===== src/rtl/rf_bridge_pkg.sv =====
// Shared types and width helpers for the multi-master register-file bridge.
package rf_bridge_pkg;

  typedef enum logic [1:0] {
    ST_IDLE   = 2'd0,
    ST_STROBE = 2'd1,
    ST_WAIT   = 2'd2,
    ST_RESP   = 2'd3
  } rf_state_e;

  // Status returned to the granted master alongside its read data.
  typedef struct packed {
    logic invalid;
    logic timeout;
  } rf_resp_t;

  function automatic int grant_idx_w(input int num_masters);
    return (num_masters > 1) ? $clog2(num_masters) : 1;
  endfunction

  function automatic int timeout_cnt_w(input int timeout_cycles);
    return $clog2(timeout_cycles + 1);
  endfunction

endpackage


===== src/rtl/rf_rr_arbiter.sv =====
// Combinational round-robin arbiter: searches upward from last_grant+1 with wrap-around.
module rf_rr_arbiter
  import rf_bridge_pkg::*;
#(
  parameter int NUM_MASTERS = 4,
  parameter int IW          = grant_idx_w(NUM_MASTERS)
) (
  input  logic [NUM_MASTERS-1:0] req,
  input  logic [IW-1:0]          last_grant,
  input  logic                   en,
  output logic [NUM_MASTERS-1:0] gnt,
  output logic [IW-1:0]          gnt_idx
);

  logic          found;
  logic [IW-1:0] cand;

  always_comb begin
    gnt     = '0;
    gnt_idx = '0;
    found   = 1'b0;
    cand    = '0;
    for (int i = 1; i <= NUM_MASTERS; i++) begin
      cand = IW'((int'(last_grant) + i) % NUM_MASTERS);
      if (en && !found && req[cand]) begin
        found        = 1'b1;
        gnt[cand]    = 1'b1;
        gnt_idx      = cand;
      end
    end
  end

endmodule


===== src/rtl/rf_multi_master_bridge.sv =====
// Round-robin bridge from NUM_MASTERS requesters onto one HMC register-file bus,
// one access at a time with a completion timeout.
module rf_multi_master_bridge
  import rf_bridge_pkg::*;
#(
  parameter int NUM_MASTERS    = 4,
  parameter int HMC_RF_WWIDTH  = 64,
  parameter int HMC_RF_RWIDTH  = 64,
  parameter int HMC_RF_AWIDTH  = 4,
  parameter int TIMEOUT_CYCLES = 256
) (
  input  logic                                   clk,
  input  logic                                   res_n,
  input  logic [NUM_MASTERS-1:0]                 m_req,
  input  logic [NUM_MASTERS-1:0]                 m_we,
  input  logic [NUM_MASTERS*HMC_RF_AWIDTH-1:0]   m_addr,
  input  logic [NUM_MASTERS*HMC_RF_WWIDTH-1:0]   m_wdata,
  output logic [NUM_MASTERS-1:0]                 m_ack,
  output logic [HMC_RF_RWIDTH-1:0]               m_rdata,
  output logic                                   m_invalid,
  output logic                                   m_timeout,
  output logic [HMC_RF_AWIDTH-1:0]               rf_address,
  output logic [HMC_RF_WWIDTH-1:0]               rf_write_data,
  input  logic [HMC_RF_RWIDTH-1:0]               rf_read_data,
  input  logic                                   rf_access_complete,
  input  logic                                   rf_invalid_address,
  output logic                                   rf_read_enable,
  output logic                                   rf_write_enable,
  output logic                                   stray_complete
);

  localparam int IW = grant_idx_w(NUM_MASTERS);
  localparam int CW = timeout_cnt_w(TIMEOUT_CYCLES);

  localparam logic [1:0] S_IDLE   = ST_IDLE;
  localparam logic [1:0] S_STROBE = ST_STROBE;
  localparam logic [1:0] S_WAIT   = ST_WAIT;
  localparam logic [1:0] S_RESP   = ST_RESP;

  localparam logic [CW-1:0] CNT_LAST = CW'(TIMEOUT_CYCLES - 1);

  logic [1:0]               state_q, state_d;
  logic [IW-1:0]            grant_q, grant_d;
  logic [IW-1:0]            last_grant_q, last_grant_d;
  logic                     we_q, we_d;
  logic [CW-1:0]            cnt_q, cnt_d;
  logic [HMC_RF_AWIDTH-1:0] rf_address_q, rf_address_d;
  logic [HMC_RF_WWIDTH-1:0] rf_write_data_q, rf_write_data_d;
  logic                     rf_read_enable_q, rf_read_enable_d;
  logic                     rf_write_enable_q, rf_write_enable_d;
  logic [NUM_MASTERS-1:0]   m_ack_q, m_ack_d;
  logic [HMC_RF_RWIDTH-1:0] m_rdata_q, m_rdata_d;
  rf_resp_t                 resp_q, resp_d;
  logic                     stray_q, stray_d;

  logic [NUM_MASTERS-1:0]   arb_gnt;
  logic [IW-1:0]            arb_idx;
  logic                     arb_vld;
  logic                     sel_we;
  logic [HMC_RF_AWIDTH-1:0] sel_addr;
  logic [HMC_RF_WWIDTH-1:0] sel_wdata;
  logic [NUM_MASTERS-1:0]   grant_onehot;

  rf_rr_arbiter #(
    .NUM_MASTERS (NUM_MASTERS),
    .IW          (IW)
  ) u_arb (
    .req        (m_req),
    .last_grant (last_grant_q),
    .en         (state_q == S_IDLE),
    .gnt        (arb_gnt),
    .gnt_idx    (arb_idx)
  );

  assign arb_vld = |arb_gnt;

  // Slice out the winning master's fields and expand the latched grant to one-hot.
  always_comb begin
    sel_we       = 1'b0;
    sel_addr     = '0;
    sel_wdata    = '0;
    grant_onehot = '0;
    for (int i = 0; i < NUM_MASTERS; i++) begin
      if (arb_idx == IW'(i)) begin
        sel_we    = m_we[i];
        sel_addr  = m_addr[i*HMC_RF_AWIDTH +: HMC_RF_AWIDTH];
        sel_wdata = m_wdata[i*HMC_RF_WWIDTH +: HMC_RF_WWIDTH];
      end
      grant_onehot[i] = (grant_q == IW'(i));
    end
  end

  always_comb begin
    state_d           = state_q;
    grant_d           = grant_q;
    last_grant_d      = last_grant_q;
    we_d              = we_q;
    cnt_d             = cnt_q;
    rf_address_d      = rf_address_q;
    rf_write_data_d   = rf_write_data_q;
    rf_read_enable_d  = 1'b0;
    rf_write_enable_d = 1'b0;
    m_ack_d           = '0;
    m_rdata_d         = '0;
    resp_d            = '0;
    // Completions are only expected in WAIT; late ones after a timeout land here too.
    stray_d           = rf_access_complete && (state_q != S_WAIT);

    case (state_q)
      S_IDLE: begin
        if (arb_vld) begin
          grant_d           = arb_idx;
          last_grant_d      = arb_idx;
          we_d              = sel_we;
          rf_address_d      = sel_addr;
          rf_write_data_d   = sel_wdata;
          rf_write_enable_d = sel_we;
          rf_read_enable_d  = !sel_we;
          state_d           = S_STROBE;
        end
      end
      S_STROBE: begin
        cnt_d   = '0;
        state_d = S_WAIT;
      end
      S_WAIT: begin
        if (rf_access_complete) begin
          m_ack_d        = grant_onehot;
          m_rdata_d      = we_q ? '0 : rf_read_data;
          resp_d.invalid = rf_invalid_address;
          state_d        = S_RESP;
        end else if (cnt_q == CNT_LAST) begin
          m_ack_d        = grant_onehot;
          resp_d.timeout = 1'b1;
          state_d        = S_RESP;
        end else begin
          cnt_d = cnt_q + 1'b1;
        end
      end
      S_RESP: begin
        state_d = S_IDLE;
      end
      default: begin
        state_d = S_IDLE;
      end
    endcase
  end

  // A reset mid-access simply drops it; the register file is never told.
  always_ff @(posedge clk) begin
    if (!res_n) begin
      state_q           <= S_IDLE;
      grant_q           <= '0;
      last_grant_q      <= IW'(NUM_MASTERS - 1);
      we_q              <= 1'b0;
      cnt_q             <= '0;
      rf_address_q      <= '0;
      rf_write_data_q   <= '0;
      rf_read_enable_q  <= 1'b0;
      rf_write_enable_q <= 1'b0;
      m_ack_q           <= '0;
      m_rdata_q         <= '0;
      resp_q            <= '0;
      stray_q           <= 1'b0;
    end else begin
      state_q           <= state_d;
      grant_q           <= grant_d;
      last_grant_q      <= last_grant_d;
      we_q              <= we_d;
      cnt_q             <= cnt_d;
      rf_address_q      <= rf_address_d;
      rf_write_data_q   <= rf_write_data_d;
      rf_read_enable_q  <= rf_read_enable_d;
      rf_write_enable_q <= rf_write_enable_d;
      m_ack_q           <= m_ack_d;
      m_rdata_q         <= m_rdata_d;
      resp_q            <= resp_d;
      stray_q           <= stray_d;
    end
  end

  assign m_ack           = m_ack_q;
  assign m_rdata         = m_rdata_q;
  assign m_invalid       = resp_q.invalid;
  assign m_timeout       = resp_q.timeout;
  assign rf_address      = rf_address_q;
  assign rf_write_data   = rf_write_data_q;
  assign rf_read_enable  = rf_read_enable_q;
  assign rf_write_enable = rf_write_enable_q;
  assign stray_complete  = stray_q;

endmodule


===== config.mk =====
export PLATFORM = sky130hd
export DESIGN_NAME = rf_multi_master_bridge
export DESIGN_NICKNAME = d
export VERILOG_FILES = /design/src/rtl/rf_bridge_pkg.sv /design/src/rtl/rf_rr_arbiter.sv /design/src/rtl/rf_multi_master_bridge.sv
export SDC_FILE = /design/constraint.sdc
export NUM_CORES = 1
export LEC_CHECK = 0
export BUFFER_PORTS_ARGS = -buffer_cell sky130_fd_sc_hd__clkbuf_2
export CAP_MARGIN = 10
export CORE_AREA = 2 2 189 191
export CTS_BUF_LIST = sky130_fd_sc_hd__clkbuf_16
export DETAILED_ROUTE_END_ITERATION = 10
export DIE_AREA = 0 0 191 193
export GPL_TIMING_DRIVEN = 0
export PLACE_DENSITY = 0.44
export SYNTH_ARGS = -nofsm -noshare
export SYNTH_HDL_FRONTEND = slang
export SYNTH_SLANG_ARGS = --single-unit

===== constraint.sdc =====
create_clock -name clk -period 5.39 [get_ports clk]
set_input_delay 0.539 -clock clk [delete_from_list [all_inputs] [get_ports clk]]
set_output_delay 0.539 -clock clk [all_outputs]
set_load 0.05 [all_outputs]

==> results of run 1 <==
[logic make-up (layout without fill, tap and decap cells)]
logic type / Yosys count / after routing
simple gates: 195 / 195
flops: 157 / 157
mux: 149 / 149
compound gates: 99 / 99
buf+inv: 60 / 578
fa+ha+maj: 9 / 9
xor+xnor: 6 / 6
other cells: 0 / 2
[layer usage]
| layer | track usage | share of wire | up-vias |
|---|---|---|---|
| li1 | - | - | 3455 |
| met2 | 0.2814 | 0.50 | 320 |
| met4 | 0.04860 | 0.013 | 0 |
| met5 | 0 | 0 | - |
| met3 | 0.05412 | 0.090 | 24 |
| met1 | 0.1764 | 0.40 | 3157 |
[cells in the final DEF (no fill, tap or decap), drive strengths merged, types with 4 or more instances in the layout]
cell type / instances
o22ai: 4
nand2: 88
clkbuf: 518
mux2: 4
inv: 16
mux2i: 143
buf: 33
dfxtp: 157
clkinv: 6
nor2: 13
o221ai: 70
nor3: 4
ha: 9
o21ai: 6
and2: 69
a21oi: 6
xor2: 5
[final cells by class]
class	instances	area share
Sequential cell	157	0.2869
Inverter	13	0.004454
Clock inverter	14	0.01405
Buffer	47	0.02444
Antenna cell	2	0.0004568
Timing Repair Buffer	487	0.2225
Multi-Input combinational cell	458	0.3558
Clock buffer	17	0.03883
Tap cell	461	0.05265
[state kept, by name, summed over array words and instances (netlist names), 2 cells and up]
name and count:
cnt_q 9, last_grant_q 2, m_ack 4, state_q 2, rf_write_data 64, grant_q 2
m_rdata 64, rf_address 4
[cells in the mapped netlist (4+ instances only)]
library cell | count | area share
o221ai_2 | 59 | 0.12
mux2i_1 | 142 | 0.19
nand2_1 | 88 | 0.045
nor2_1 | 13 | 0.0066
buf_6 | 8 | 0.012
dfxtp_1 | 157 | 0.43
nor3_1 | 4 | 0.0027
buf_2 | 22 | 0.015
clkbuf_1 | 14 | 0.0071
a21oi_1 | 5 | 0.0034
mux2_2 | 4 | 0.0061
o221ai_1 | 11 | 0.013
and2_1 | 69 | 0.059
xor2_1 | 5 | 0.0060
inv_1 | 13 | 0.0066
ha_1 | 9 | 0.015
[power groups by stage]
stage	combinational, mW	clock (mW)	sequential (mW)
final	3.88	1.22	1.51
after global routing	4.18	1.31	1.53
after floorplan	2.28	0	2.15
after CTS	3.98	1.27	1.51
after detailed placement	3.97	0	1.53
after global placement	3.96	0	1.53
[path summary, 6_finish.rpt]
path	slack, ns	depth (start not counted)	end
worst max-delay path	1.65	12	rf_address[1]
worst max register to register	1.65	12	rf_address[1]
worst min register to register	0.46	2	rf_write_data[10]
worst min-delay path	0.29	3	m_invalid
[worst max-delay path, cell delays in order (launching register included)]
cell,delay [ns]
dfxtp_1,0.46
buf_6,0.20
inv_1,0.10
ha_1,0.43
mux4_2,0.59
o21ai_1,0.22
and2_1,0.15
a32o_1,0.17
clkbuf_1,0.46
buf_2,0.40
buf_2,0.30
nand2_1,0.10
o221ai_2,0.06
==> run summary, run 1 <==
Tmin final -> 3.739 ns
DIE HEIGHT -> 193 um
Int Pwr -> 3.514 mW
hold wc startpoint -> rf_invalid_address
Clock Pin Slew Worst Setup and Hold Paths -> 0.06 ns
Filler cells -> 3,739
share of cells above drive strength 1 -> 0.5172
final std cells w/o fill -> 1,656
initial antenna violation count -> 4
reg-to-reg critical path startpoint -> last_grant_q[0]
Slew headroom -> 0.3251
critical path peak fanout -> 10
first-pass GRT wire length -> 42.23 mm
FF/Latch Area -> 3143 um^2
Hold Fails Final Rpt -> 0
Mapped Nets -> 1,032
ys async rst share -> 0
# resized after CTS -> 0
RSZ-0062 raised after global routing -> false
Synth Area in Compound Gates -> 0.1634
routed vias/inst -> 4.200
Reg power frac -> 0.228
critical path type -> flop to flop
post-synth design cell area -> 7357 um^2
Clock Tree Root -> clkbuf_16
cell leakage power -> 5.236 nW
GPL Wtd Cong -> 0.7876
clock sinks -> 157
hold slack -> 0.2935 ns
Mean Syn Cell Area -> 10.90 um^2
worst-skew pair later-pin latency -> 0.44 ns
Clock Skews -> 0.008454 ns
XOR/XNOR share of the synthesized area -> 0.007143
clock network fraction of design power -> 0.185
Worst Path Required -> 5.75 ns
Mapped Cells -> 675
multi-input logic area -> 3897 um^2
critical path startpoint category -> flop
drt total wl -> 30.33 mm
final setup fails -> 0
predominant post-synthesis flop cell -> dfxtp_1
Synth Register Bits -> 157
CTS tree -> done
CTS Buffer Depth -> 2
routed vias -> 6,956
Ports -> 489
Starting Density -> 0.2104
routed len/inst -> 18.32 um
fmax -> 267.5 MHz
pre-CTS setup slack -> 1.514 ns
Critical Path End Type -> flop
# Post-CTS Setup Buffers -> 0
Sw Ratio -> 0.4685
Num CTS Buffers -> 17
gr ovfl total -> 0
status -> finished, final reports clean
Final Slew Violations -> 0
nets -> 1,538
setup_tns -> 0 ns
final worst slack -> 1.651 ns
Hold Path Class -> input pin to flop
vias in the first global route -> 7,018
Worst setup startpoint -> last_grant_q[0]
combinational share of power -> 0.587
Cell variety after synth -> 50
Max-cap violations -> 0
# hold bufs at CTS -> 0
Area Growth Syn to Fin -> 48.91%
Simple-Gate Fraction of Synth Area -> 0.1349
H-tree depth -> 4
Data arrival, critical path -> 4.10 ns
largest family of logic cells by synthesized area -> multiplexers
Post-synth EDFFs -> 0
Final Power -> 6.612 mW
Psw -> 3.098 mW
placed cell count -> 1,623
Final Cycle Share -> 0.6937
Worst-Margin Slew -> 1.006 ns
mux share of post-synthesis cell area -> 0.2090
die width -> 191 um
post-detailed-route count of antenna-violating nets -> 0
Adder-Cell Fraction of Synth Area -> 0.01531
cell area after layout -> 10,960 um^2
HPWL Detailed -> 24.97 mm
core area -> 34,960 um^2
1st-pass router iterations -> 4
Cell Pwr Density -> 603.5 nW/um^2
number of port buffers -> 487
GRT Util Overall -> 0.1577
final core utilization -> 0.3133
sequential share of the synthesized area -> 0.4272
number of remaining DRC errors -> 0
die area -> 36,860 um^2
Rows -> 69
DR iter-0 viols -> 174
area of placed instances -> 10,370 um^2
Yosys warning count -> 0
VDD IR max -> 0.2742 mV
largest net degree at the start of global routing -> 17
No activity file was read; power rests on OpenSTA's default activity.
==> inputs of run 2 (changes only) <==
CORE_AREA = 2 2 192 194   (was 2 2 189 191)
DIE_AREA = 0 0 194 196   (was 0 0 191 193)
PLACE_DENSITY = 0.43   (was 0.44)
clock period = 3.51 ns   (was 5.39 ns; I/O delays follow)
==> run 2 against run 1 <==
Global-route usage is essentially flat. Critical endpoint is now rf_write_data[7]. Hold slack worse by 0.19 ns. Count of clock-buffer cells in the layout is the same. Cell area up 0.74%. Non-clock buffer count shrank 1. Fmax up 11%. Flip-flop and latch count did not move. Core utilization is 0.75 points lower. Sequential power grew 54%. Critical path type unchanged. Worst setup slack worse by 1.5 ns. Routed wire length increased by 1.1%.
==> run summary, run 2 (synthesis gave the netlist of run 1 again) <==
Num CTS Buffers -> 17
VDD IR max -> 0.3948 mV
Worst-Margin Slew -> 0.7475 ns
largest net degree at the start of global routing -> 17
hold slack -> 0.1043 ns
area of placed instances -> 10,380 um^2
Max-cap violations -> 0
critical path peak fanout -> 10
critical path startpoint category -> flop
Hold Fails Final Rpt -> 0
Clock Tree Root -> clkbuf_16
nets -> 1,537
reg-to-reg critical path startpoint -> last_grant_q[0]
worst-skew pair later-pin latency -> 0.45 ns
initial antenna violation count -> 0
Hold Path Class -> input pin to flop
Final Power -> 10.39 mW
Worst Path Required -> 3.82 ns
drt total wl -> 30.67 mm
fmax -> 297.1 MHz
post-detailed-route count of antenna-violating nets -> 0
DIE HEIGHT -> 196 um
commonest non-fill, non-tap cell in the layout -> clkbuf_2
cell leakage power -> 5.246 nW
vias in the first global route -> 7,242
CTS Buffer Depth -> 2
gr ovfl total -> 0
number of port buffers -> 487
placed cell count -> 1,630
cell area after layout -> 11,040 um^2
final std cells w/o fill -> 1,658
critical path type -> flop to flop
Clock Pin Slew Worst Setup and Hold Paths -> 0.06 ns
hold wc startpoint -> rf_read_data[33]
final worst slack -> 0.1440 ns
R2R Path End -> rf_write_data[7]
H-tree depth -> 4
1st-pass router iterations -> 4
diode count -> 0
Worst setup startpoint -> last_grant_q[0]
RSZ-0062 raised after global routing -> false
Data arrival, critical path -> 3.68 ns
Final Cycle Share -> 0.9590
pre-CTS setup slack -> -0.6442 ns
Clock Skews -> 0.01039 ns
share of cells above drive strength 1 -> 0.5277
Critical Path End Type -> flop
Ports -> 489
die width -> 194 um
most frequent cells in the layout -> clkbuf_2, dfxtp_1, mux2i_1, nand2_1, and2_1
status -> finished, final reports clean
GPL Wtd Cong -> 0.7896
core area -> 36,080 um^2
Rows -> 70
routed vias/inst -> 4.246
Slew headroom -> 0.4999
die area -> 38,020 um^2
CTS tree -> done
hold depth -> 2
clock sinks -> 157
Final Slew Violations -> 0
number of remaining DRC errors -> 0
Cell Pwr Density -> 941.0 nW/um^2
DR iter-0 viols -> 190
HPWL Detailed -> 25.35 mm
first-pass GRT wire length -> 44.42 mm
# hold bufs at CTS -> 0
reg2reg path depth -> 11
worst hold endpoint -> m_rdata[33]
Starting Density -> 0.2039
routed len/inst -> 18.50 um
Tmin final -> 3.366 ns
final setup fails -> 0
GRT Util Overall -> 0.1576
routed vias -> 7,040
Area Growth Syn to Fin -> 50.02%
internal reg-to-reg setup slack -> 0.14 ns
## run 2: changes by cell type in the layout (fill, tap and decap cells not counted), sizes merged
cell,change
inv,-2
clkbuf,+3
buf,-4
diode,-2
## run 2: power breakdown
part	internal, mW	switching [mW]	leakage, nW
Clock	1.10	0.781	0.276
Combinational	2.29	3.88	3.69
Sequential	2.14	0.190	1.28
Total	5.53	4.85	5.25
## run 2: repair_timing
action	CTS	global route
cloned	0	0
resized for setup	26	5
buffers inserted	0	0
setup endpoints to repair	71	49
## run 2: how the worst max path moves through the flow
stage / endpoint / cells past startpoint / slack, ns
final: rf_write_data[7] / 11 / 0.14
after floorplan: rf_write_data[48] / 11 / 0.61
after detailed placement: rf_write_data[8] / 11 / -0.64
after CTS: rf_write_data[8] / 11 / 0.05
after global placement: rf_write_data[8] / 11 / -0.62
after global routing: rf_write_data[24] / 11 / 0.002
## run 2: worst max-delay path, stage by stage (launching register included)
cell	delay (ns)
dfxtp_2	0.41
buf_6	0.18
inv_1	0.10
ha_2	0.42
mux2_2	0.39
o32ai_1	0.36
a21oi_1	0.19
nand2_1	0.20
buf_6	0.23
buf_6	0.25
mux2i_1	0.36
o221ai_2	0.15
## run 2: per-stage QoR
stage            util  TNS [ns]
2_1_floorplan       -         0
3_3_place_gp   0.2877    -20.91
3_5_place_dp   0.2877    -20.80
4_1_cts        0.3056         0
5_1_grt        0.3059         0
6_report       0.3059         0
## run 2: cell type report
| cell class | instances | area, um^2 |
|---|---|---|
| plain buffers | 46 | 317.8 |
| clock buffers | 17 | 425.4 |
| clock inverters | 12 | 148.9 |
| fillers | 3857 | 25050 |
| inverters | 13 | 48.80 |
| multi-input cells | 458 | 3929 |
| flip-flops and latches | 157 | 3144 |
| well taps | 468 | 585.6 |
| repair buffers | 487 | 2437 |
## run 2: metal layers
layer	vias to the layer above	part of all wire	global-route usage
met2	330	0.51	0.2811
met4	0	0.011	0.04153
li1	3461	-	-
met3	15	0.082	0.05707
met1	3234	0.40	0.1772
met5	-	0	0
==> inputs of run 3 (changes only) <==
CORE_AREA = 5 5 184 186   (was 2 2 192 194)
DIE_AREA = 0 0 189 191   (was 0 0 194 196)
PLACE_DENSITY = unset   (was 0.43)
==> run 3 against run 2 <==
Hold slack better by 0.0057 ns. Flip-flop and latch count is the same. Count of clock-buffer cells in the layout did not move. Register-to-register slack improved by 0.11 ns. Routed wire length down 1.1%. Clock skew fell by 0.0011 ns. Worst setup slack gained 0.11 ns. Combinational power is essentially flat. Via count decreased by 0.33%. Fmax is 3.4% higher. Final cell count down 3.4%. Sequential power hardly changed. Largest cell class unchanged.
==> run summary, run 3 (synthesis gave the netlist of run 1 again) <==
Hold Path Class -> input pin to flop
# hold bufs at CTS -> 0
R2R Path End -> rf_write_data[4]
GPL Wtd Cong -> 0.9150
reg-to-reg critical path startpoint -> last_grant_q[0]
routed vias -> 7,017
DR iter-0 viols -> 151
critical path startpoint category -> flop
clock sinks -> 157
Rows -> 66
final std cells w/o fill -> 1,602
VDD IR max -> 0.3435 mV
fmax -> 307.2 MHz
largest net degree at the start of global routing -> 17
most frequent cells in the layout -> clkbuf_2, dfxtp_1, mux2i_1, nand2_1, and2_1
DIE HEIGHT -> 191 um
first-pass GRT wire length -> 43.86 mm
routed vias/inst -> 4.380
Cell Pwr Density -> 932.8 nW/um^2
initial antenna violation count -> 2
share of cells above drive strength 1 -> 0.5260
final worst slack -> 0.2547 ns
H-tree depth -> 4
number of remaining DRC errors -> 0
Worst Path Required -> 3.82 ns
Final Slew Violations -> 0
CTS Buffer Depth -> 2
Clock Skews -> 0.009248 ns
worst hold endpoint -> m_rdata[42]
number of port buffers -> 487
Slew headroom -> 0.5045
Clock Tree Root -> clkbuf_16
Tmin final -> 3.255 ns
hold wc startpoint -> rf_read_data[42]
GRT Util Overall -> 0.1604
vias in the first global route -> 7,373
Final Cycle Share -> 0.9274
status -> finished, final reports clean
routed len/inst -> 18.93 um
HPWL Detailed -> 25.43 mm
Ports -> 489
internal reg-to-reg setup slack -> 0.25 ns
placed cell count -> 1,570
biggest cell delay along the critical path -> 0.45 ns
reg2reg path depth -> 11
Critical Path End Type -> flop
RSZ-0062 raised after global routing -> false
worst-skew pair later-pin latency -> 0.44 ns
Area Growth Syn to Fin -> 48.83%
CP max stage cell -> dfxtp_1
hold depth -> 2
cell leakage power -> 5.249 nW
drt total wl -> 30.32 mm
nets -> 1,538
Hold Fails Final Rpt -> 0
Num CTS Buffers -> 17
most used cell, CP -> buf_6
final setup fails -> 0
gr ovfl total -> 0
diode count -> 0
Starting Density -> 0.2290
post-detailed-route count of antenna-violating nets -> 0
die width -> 189 um
Worst-Margin Slew -> 0.7406 ns
Data arrival, critical path -> 3.56 ns
commonest non-fill, non-tap cell in the layout -> clkbuf_2
pre-CTS setup slack -> -0.2488 ns
Max-cap violations -> 0
core area -> 32,120 um^2
die area -> 36,100 um^2
critical path peak fanout -> 10
Clock Pin Slew Worst Setup and Hold Paths -> 0.07 ns
CTS tree -> done
crit path cell chain -> buf_6 > inv_1 > ha_2 > mux2_2 > o22ai_2 > nand4_1 > nand2_1 > buf_6 > buf_6 > mux2i_1 > o221ai_2
1st-pass router iterations -> 4
critical path type -> flop to flop
[run 3: cell types whose count changed in the layout (fill, tap and decap cells not counted), sizes merged]
cell,previous run,this run
buf,29,31
bufinv,3,1
clkbuf,521,520
clkinv,6,10
clkinvlp,2,1
inv,14,16
[run 3: cell type report]
type                       count  area, um^2
inverter                      13       48.80
timing repair buffer         488        2457
fill                        3339       21170
clock buffer                  17       425.4
buffer                        46       316.6
tap                          408       510.5
clock inverter                15       123.9
multi-input combinational    458        3924
sequential                   157        3143
[run 3: what timing repair did]
item,4_1_cts,5_1_grt
setup buffers,0,1
hold endpoints to repair,0,0
gates resized for setup,13,19
endpoints found under the setup margin,71,70
pin swaps,0,1
[run 3: layer usage]
layer / GRT usage / wire length [um] / vias up
met5: 0 / 13 / -
met4: 0.04680 / 495 / 2
met3: 0.06099 / 2641 / 23
met2: 0.2881 / 15400 / 336
met1: 0.1766 / 11770 / 3199
li1: - / - / 3457
[run 3: worst max path at each step]
stage / startpoint / end / slack [ns]
after CTS: last_grant_q[0] / rf_write_data[4] / -0.006
after floorplan: last_grant_q[0] / rf_write_data[48] / 0.61
after detailed placement: last_grant_q[0] / rf_write_data[4] / -0.25
after global placement: last_grant_q[0] / rf_write_data[57] / -0.28
after global routing: last_grant_q[0] / rf_write_data[39] / 0.02
final: last_grant_q[0] / rf_write_data[4] / 0.25
[run 3: where the power goes]
| part | switching [mW] | internal [mW] |
|---|---|---|
| logic | 3.83 | 2.31 |
| clock network | 0.781 | 0.971 |
| registers | 0.180 | 2.14 |
| total | 4.79 | 5.42 |
[run 3: critical path, delay by kind of cell, from the launching register on]
kind	cells	cell delay [ns]
compound gates	2	0.43
fa+ha+maj	1	0.40
buf+inv	4	0.75
flops	1	0.45
mux	2	0.73
simple gates	2	0.35
[run 3: through the flow]
stage	hold WS, ns	util	setup TNS (ns)	cell area [um^2]	power [mW]
floorplan	0.4367	-	0	7357	6.793
global placement	0.4455	0.3208	-9.038	10300	8.358
detailed placement	0.4501	0.3208	-11.34	10300	8.405
CTS	0.07631	0.3387	-0.008243	10880	10.26
global route	0.07919	0.3409	0	10950	10.84
finish	0.1100	0.3409	0	10950	10.21
